<file path="src/rtl/sum_fifo_if.sv">
// rtl/sum_fifo_if.sv - handshake bundle between adder, sum FIFO and its consumer
// The slave modport is the FIFO side; the master modport is the producer/consumer side.
interface sum_fifo_if #(
   parameter int DEPTH = 4
);
   localparam int LW = $clog2(DEPTH) + 1;

   logic          in_valid;
   logic [3:0]    sum;
   logic          carry;
   logic          in_ready;
   logic          out_valid;
   logic [4:0]    out_data;
   logic          out_ready;
   logic [LW-1:0] level;
   logic [7:0]    carry_cnt;

   modport master (
      output in_valid, sum, carry, out_ready,
      input  in_ready, out_valid, out_data, level, carry_cnt
   );

   modport slave (
      input  in_valid, sum, carry, out_ready,
      output in_ready, out_valid, out_data, level, carry_cnt
   );
endinterface

</file>
<file path="src/rtl/sum_fifo.sv">
// rtl/sum_fifo.sv - first-word fall-through FIFO of {carry,sum} adder results
// Also keeps a saturating count of accepted results that carried out.
module sum_fifo #(
   parameter int DEPTH = 4
) (
   input logic        clk,
   input logic        rst,
   sum_fifo_if.slave  bus
);
   localparam int AW = $clog2(DEPTH);
   localparam logic [AW:0] FULL_LEVEL = (AW + 1)'(DEPTH);

   logic [4:0]    mem_q [DEPTH];
   logic [AW-1:0] wr_ptr_q, wr_ptr_d;
   logic [AW-1:0] rd_ptr_q, rd_ptr_d;
   logic [AW:0]   level_q, level_d;
   logic [7:0]    carry_cnt_q, carry_cnt_d;
   logic          push, pop;

   // Handshake qualifiers come from registered level only, so in_ready never sees out_ready.
   assign push = bus.in_valid && (level_q != FULL_LEVEL);
   assign pop  = bus.out_ready && (level_q != '0);

   always_comb begin
      wr_ptr_d    = wr_ptr_q;
      rd_ptr_d    = rd_ptr_q;
      level_d     = level_q;
      carry_cnt_d = carry_cnt_q;
      if (push) begin
         wr_ptr_d = wr_ptr_q + AW'(1);
         if (bus.carry && (carry_cnt_q != 8'hFF)) begin
            carry_cnt_d = carry_cnt_q + 8'd1;
         end
      end
      if (pop) begin
         rd_ptr_d = rd_ptr_q + AW'(1);
      end
      case ({push, pop})
         2'b10:   level_d = level_q + (AW + 1)'(1);
         2'b01:   level_d = level_q - (AW + 1)'(1);
         default: level_d = level_q;
      endcase
   end

   always_ff @(posedge clk) begin
      if (rst) begin
         wr_ptr_q    <= '0;
         rd_ptr_q    <= '0;
         level_q     <= '0;
         carry_cnt_q <= '0;
      end else begin
         wr_ptr_q    <= wr_ptr_d;
         rd_ptr_q    <= rd_ptr_d;
         level_q     <= level_d;
         carry_cnt_q <= carry_cnt_d;
      end
   end

   // Storage is never reset; empty slots are masked off at the output.
   always_ff @(posedge clk) begin
      if (!rst && push) begin
         mem_q[wr_ptr_q] <= {bus.carry, bus.sum};
      end
   end

   assign bus.in_ready  = (level_q != FULL_LEVEL);
   assign bus.out_valid = (level_q != '0);
   assign bus.out_data  = (level_q != '0) ? mem_q[rd_ptr_q] : 5'b00000;
   assign bus.level     = level_q;
   assign bus.carry_cnt = carry_cnt_q;
endmodule

</file>
<file path="src/flat_wrapper.sv">
// flat-port wrapper written by rule: the top's interface ports become plain ports
module sum_fifo_flat 
#(
   parameter int DEPTH = 4
)
  (clk, rst, bus_in_valid, bus_sum, bus_carry, bus_out_ready, bus_in_ready, bus_out_valid, bus_out_data, bus_level, bus_carry_cnt);
  sum_fifo_if #(.DEPTH(DEPTH)) bus_i ();
  input logic clk;
  input logic rst;
  input wire logic [$bits(bus_i.in_valid)-1:0] bus_in_valid;
  input wire logic [$bits(bus_i.sum)-1:0] bus_sum;
  input wire logic [$bits(bus_i.carry)-1:0] bus_carry;
  input wire logic [$bits(bus_i.out_ready)-1:0] bus_out_ready;
  output wire logic [$bits(bus_i.in_ready)-1:0] bus_in_ready;
  output wire logic [$bits(bus_i.out_valid)-1:0] bus_out_valid;
  output wire logic [$bits(bus_i.out_data)-1:0] bus_out_data;
  output wire logic [$bits(bus_i.level)-1:0] bus_level;
  output wire logic [$bits(bus_i.carry_cnt)-1:0] bus_carry_cnt;
  assign bus_i.in_valid = bus_in_valid;
  assign bus_i.sum = bus_sum;
  assign bus_i.carry = bus_carry;
  assign bus_i.out_ready = bus_out_ready;
  assign bus_in_ready = bus_i.in_ready;
  assign bus_out_valid = bus_i.out_valid;
  assign bus_out_data = bus_i.out_data;
  assign bus_level = bus_i.level;
  assign bus_carry_cnt = bus_i.carry_cnt;
  sum_fifo #(.DEPTH(DEPTH)) u_core (.clk(clk), .rst(rst), .bus(bus_i));
endmodule
</file>
<file path="config.mk">
export PLATFORM = sky130hd
export DESIGN_NAME = sum_fifo_flat
export DESIGN_NICKNAME = d
export VERILOG_FILES = /design/src/rtl/sum_fifo_if.sv /design/src/rtl/sum_fifo.sv /design/src/flat_wrapper.sv
export SDC_FILE = /design/constraint.sdc
export NUM_CORES = 1
export LEC_CHECK = 0
export ABC_AREA = 1
export CAP_MARGIN = 20
export CORE_MARGIN = 5
export CORE_UTILIZATION = 40
export CTS_CLUSTER_DIAMETER = 50
export DETAILED_ROUTE_END_ITERATION = 7
export HOLD_SLACK_MARGIN = 0.1
export PLACE_DENSITY = 0.65
export SETUP_SLACK_MARGIN = 0.3
export SLEW_MARGIN = 20
export SYNTH_ARGS = -nofsm -noshare
export SYNTH_HDL_FRONTEND = slang
export SYNTH_SLANG_ARGS = --single-unit
</file>
<file path="constraint.sdc">
create_clock -name clk -period 2.48 [get_ports clk]
set_input_delay 0.496 -clock clk [delete_from_list [all_inputs] [get_ports clk]]
set_output_delay 0.496 -clock clk [all_outputs]
set_load 0.02 [all_outputs]
</file>
Yosys cells after proc, flatten, opt, wreduce, memory -nomap -nowiden
Memory sizes are Yosys's and may differ from the RTL's. A register that Yosys moved wholly into a read port is not among the register bits. Index checks and enable logic that the tools add are counted.

Memories: 1. Output and inout port bits: 18. Bits in writable memories: 20. Input port bits: 9. Register bits: 15.

Memories: u_core.mem_q (words 4, width 5, read ports 1, clocked after Yosys merged registers in 1, wr ports 1, RTL line sum_fifo.sv:13) `logic [4:0] mem_q [DEPTH];`.

Equality and inequality tests: 4. Add/sub/neg operators: 5. Mux-type cells: 6. Reduce and logical (&&, ||, !) cells: 8.

Operators with widths (count): adder 8 x 1 -> 8 bit (second input constant) (1); != test 8 bit (second input constant) (1); one-hot mux 3 bit (2 select lines) (1); two-way mux 5 bit (1); adder 2 x 1 -> 2 bit (second input constant) (2); logical AND 1 bit (4); two-way mux 2 bit (2); adder 3 x 1 -> 3 bit (second input constant) (1); != test 3 bit (second input constant) (1); nonzero test 3 bit (1); subtractor 3 x 1 -> 3 bit (second input constant) (1); equality test 2 x 1 -> 1 bit (second input constant) (1); equality test 2 bit (second input constant) (1); two-way mux 1 bit (2); AND reduction 2 bit (1); nonzero test 2 bit (1); logical NOT 1 bit (1).

Logic depth before layout (Yosys ltp)
Depth in word-level cells: 5. Gate-level depth with buffers: 11.

Worst setup path after synthesis
OpenSTA, ideal clock, no wires.

Kind: register to register. Start point: reg u_core.level_q[2] (netlist: u_core.bus.level[2]). End point: reg u_core.level_q[2] (netlist: u_core.bus.level[2]). Slack: 0.390 ns. Cell stages (with the launch flop): 12. Data arrival time: 1.967 ns. Path buffers: 0. Cells stage by stage: dfxtp_1 > inv_1 > nand2_1 > inv_2 > nor2_4 > ha_1 > inv_1 > fa_1 > a21oi_1 > o21ai_0 > o21ai_0 > a21oi_1.

Longest elaborated chain between the ends: 4. Elaborated cells on any way between the ends: 10. Classes of those cells: 2 x add/sub; 3 x eq/ne; 1 x mux; 4 x reduce/logical.

RTL lines: start: declaration (RTL line sum_fifo.sv:16) `logic [AW:0] level_q, level_d;`; start signal: assignment (RTL line sum_fifo.sv:54) `level_q <= level_d;`; nonzero test 3 bit *; net bus_out_valid (RTL line flat_wrapper.sv:15) `output wire logic [$bits(bus_i.out_valid)-1:0] bus_out_valid;`; logical AND 1 bit * (RTL line sum_fifo.sv:22) `assign pop = bus.out_ready && (level_q != '0);`; net u_core.pop (RTL line sum_fifo.sv:18) `logic push, pop;`; equality test 2 x 1 -> 1 bit or equality test 2 bit (tied branches) (RTL line sum_fifo.sv:38) `case ({push, pop})`; one-hot mux 3 bit (2 select lines) or nonzero test 2 bit (tied branches).

Mark *: on every way through the listed nets, which the timed path passes. The rest lies on a longest branch. A chain may end at the register's enable or synchronous reset.

==> results.py <==
metrics = {
    "outcome": {
        "status": "completed",
    },
    "pwr": {
        "combPwrFrac": 0.308,
        "swShare": 0.329,
        "p_int_uw": 1360,
        "pwr-share-clk": 0.308,
        "p_sw_uw": 668,
        "power.density_nw_per_um2": 931,
        "leakage_uw": 0.000856,
        "irDropWorstVdd_mv": 0.687,
        "pwr-share-seq": 0.384,
    },
    "timing": {
        "setup_violations": 0,
        "tightest_slew_ps": 437,
        "clock.fmax_mhz": 502,
        "whs_ps": 471,
        "slew_headroom": 0.707,
        "finClkSkew_ps": 6.12,
        "hold_viol": 0,
        "finalCritPeriodShare": 0.804,
        "finalSetupTns_ps": 0,
        "layout_setup_ws_ps": 486,
        "slew_violations": 0,
        "fin_crit_ps": 1990,
        "rsz0062_at_grt": "yes",
    },
    "die": {
        "io_pins": 27,
        "die_width_microns": 75.4,
        "die_height_microns": 75.4,
        "rows": 23,
        "die-area_sq_um": 5680,
        "initial_core_util": 0.419,
        "core_sq_um": 4090,
    },
    "placement": {
        "dp_hpwl_mm": 2.20,
        "post-place-ws_ps": 144,
        "portBuffers": 26,
        "place.gp.congestion": 0.741,
    },
    "grt": {
        "first_global_vias": 1261,
        "antenna_found_initial": 0,
        "grt_usage": 0.131,
        "grt_pass1_wl_mm": 5.61,
        "grt.overflow.total": 0,
        "grt_max_degree": 15,
    },
    "cells_and_area": {
        "area_delta_synth_final_pct": 27.6,
        "final_layout_size_suffix_gt1_frac": 0.154,
        "layout.nets": 242,
        "antenna_cells": 0,
        "final_core_util": 0.534,
    },
    "setup_path": {
        "worst-setup-path-type": "reg -> out",
        "endpoint": "bus_out_data[3]",
        "r2r-start": "u_core.bus.level[2]",
        "start_kind": "flop",
        "critical_path_arrival_ps": 1500,
        "end_kind": "output port",
        "r2r-end": "u_core.bus.level[2]",
        "required_ps": 1980,
        "r2r_setup_slack_ps": 560,
        "worstRegToRegCells": 11,
        "worstPathMaxFanout": 6,
    },
    "synth": {
        "synthFlopType": "edfxtp_1",
        "synth_area_leaders": "edfxtp_1 35%, dfxtp_1 20%, nor2_1 9.9%",
        "synthAdderAreaFrac": 0.0556,
        "yosys_warnings": 0,
        "synth_edf_count": 20,
        "avgSynthCellArea_sq_um": 8.95,
        "yosys.area_share.xor_xnor": 0.0102,
        "yosysMostFrequentCell": "nor2_1",
        "synth_compound_area_frac": 0.0966,
        "synthSimpleGateAreaFrac": 0.224,
        "synth.cell_area_sq_um": 1710,
        "yosysTopAreaCell": "edfxtp_1",
        "ys_ff_latch": 37,
        "synth_top_family_by_area": "simple AND/OR/NAND/NOR gates",
        "synthMuxAreaShare": 0,
        "syn_nets": 207,
        "yosysSeqAreaShare": 0.550,
        "synth_common_cells": "45 x nor2_1, 24 x nand2_1, 20 x edfxtp_1, 20 x inv_1",
        "synth.distinct_cells": 21,
        "async_flop_share": 0,
        "synthCells": 191,
        "synth_top_area_share": 0.351,
    },
    "clock_tree": {
        "cts-root-buf": "clkbuf_8",
        "cts_tree": "built",
        "htree_num_levels": 2,
        "insertion_delay_ps": 290,
        "cts_buffers": 5,
        "clk_path_buf_depth": 2,
        "numClockSinks": 37,
        "cts.clk_slew.worst_paths_ps": 80,
    },
    "routing": {
        "drt_wl_total_mm": 3.15,
        "ant_nets": 0,
        "first_iter_violations": 68,
        "dr_total_vias": 1261,
        "wl_per_cell_microns": 11.4,
        "drc": 0,
        "first_pass_iters": 4,
        "drt-vias-per-instance": 4.55,
    },
    "flow_run": {
        "cap_viol_max_count": 0,
    },
    "worst_hold_path": {
        "min_path_type": "reg -> reg",
    },
}
## critical path, stage by stage (launching register included)
cell and delay, ps:
dfxtp_2 400, inv_1 130, nor2_1 130, o21ai_0 90, a21oi_1 130, dlygate4sd2_1 340
## power by group through the flow
stage	Clock, uW	Sequential [uW]	Combinational (uW)
floorplan	0	793	379
global placement	0	787	643
detailed placement	0	788	646
CTS	642	777	619
global route	672	794	708
finish	625	781	625
## sequential cells by signal, indices dropped and copies added, names as in the netlist, named ones only
| register | cells |
|---|---|
| u_core.bus.level | 3 |
| u_core.rd_ptr_q | 2 |
| u_core.mem_q | 20 |
| u_core.wr_ptr_q | 2 |
| u_core.bus.carry_cnt | 8 |
## repair_timing
action                                 CTS  global route
resized for setup                        8             7
pin swaps                                0             1
buffers inserted                         0             1
setup endpoints to repair                5             3
hold buffers                             0             0
gates cloned                             0             0
endpoints found under the hold margin    0             0
## worst min path at each step
stage,startpoint,to,slack (ps),depth (start not counted)
finish,u_core.rd_ptr_q[1],flop,470,2
detailed placement,u_core.rd_ptr_q[1],u_core.rd_ptr_q[1],460,2
CTS,u_core.rd_ptr_q[1],flop,470,2
global placement,u_core.rd_ptr_q[1],u_core.rd_ptr_q[1],450,2
global route,u_core.rd_ptr_q[1],flop,500,2
floorplan,u_core.rd_ptr_q[1],flop,430,2
## layer usage
metal,track usage,wire length (microns)
met5,0,0
met4,0.0350,42
met3,0.0515,179
met2,0.211,1480
met1,0.165,1440
## stage by stage
| stage | cell area [sq um] | instances | total power [uW] |
|---|---|---|---|
| 6_report | 2180 | 277 | 2030 |
| 5_1_grt | 2180 | 277 | 2170 |
| 4_1_cts | 2170 | 276 | 2040 |
| 3_5_place_dp | 2040 | 268 | 1430 |
| 3_3_place_gp | 2040 | 268 | 1430 |
| 2_1_floorplan | 1710 | 191 | 1170 |
## cell families (layout without fill, tap and decap cells)
kind of cell               Yosys count  count (layout)
buffers and inverters               26              62
and+or+nand+nor                     86              86
AOI/OAI and AO/OA                   33              33
adders and majority gates            7               7
DFF                                 37              37
xor gates and xnor gates             2               2
## layout make-up
cell class / count / area [sq um]
clock inverters: 3 / 68.8
multi-input cells: 128 / 661
fillers: 368 / 1900
flip-flops and latches: 37 / 947
repair buffers: 30 / 282
inverters: 24 / 92.6
well taps: 50 / 62.6
clock buffers: 5 / 68.8
## cells in the final DEF (no fill, tap or decap), types with 5 or more instances in the layout
| master | count |
|---|---|
| nor2_1 | 45 |
| nand2_1 | 24 |
| clkdlybuf4s50_1 | 21 |
| edfxtp_1 | 20 |
| inv_1 | 19 |
| a21oi_1 | 17 |
| o21ai_0 | 14 |
| dfxtp_1 | 12 |
| ha_1 | 6 |
| nand3_1 | 5 |
| dfxtp_2 | 5 |
| clkbuf_8 | 5 |
Power figures use the tool's default switching activity.
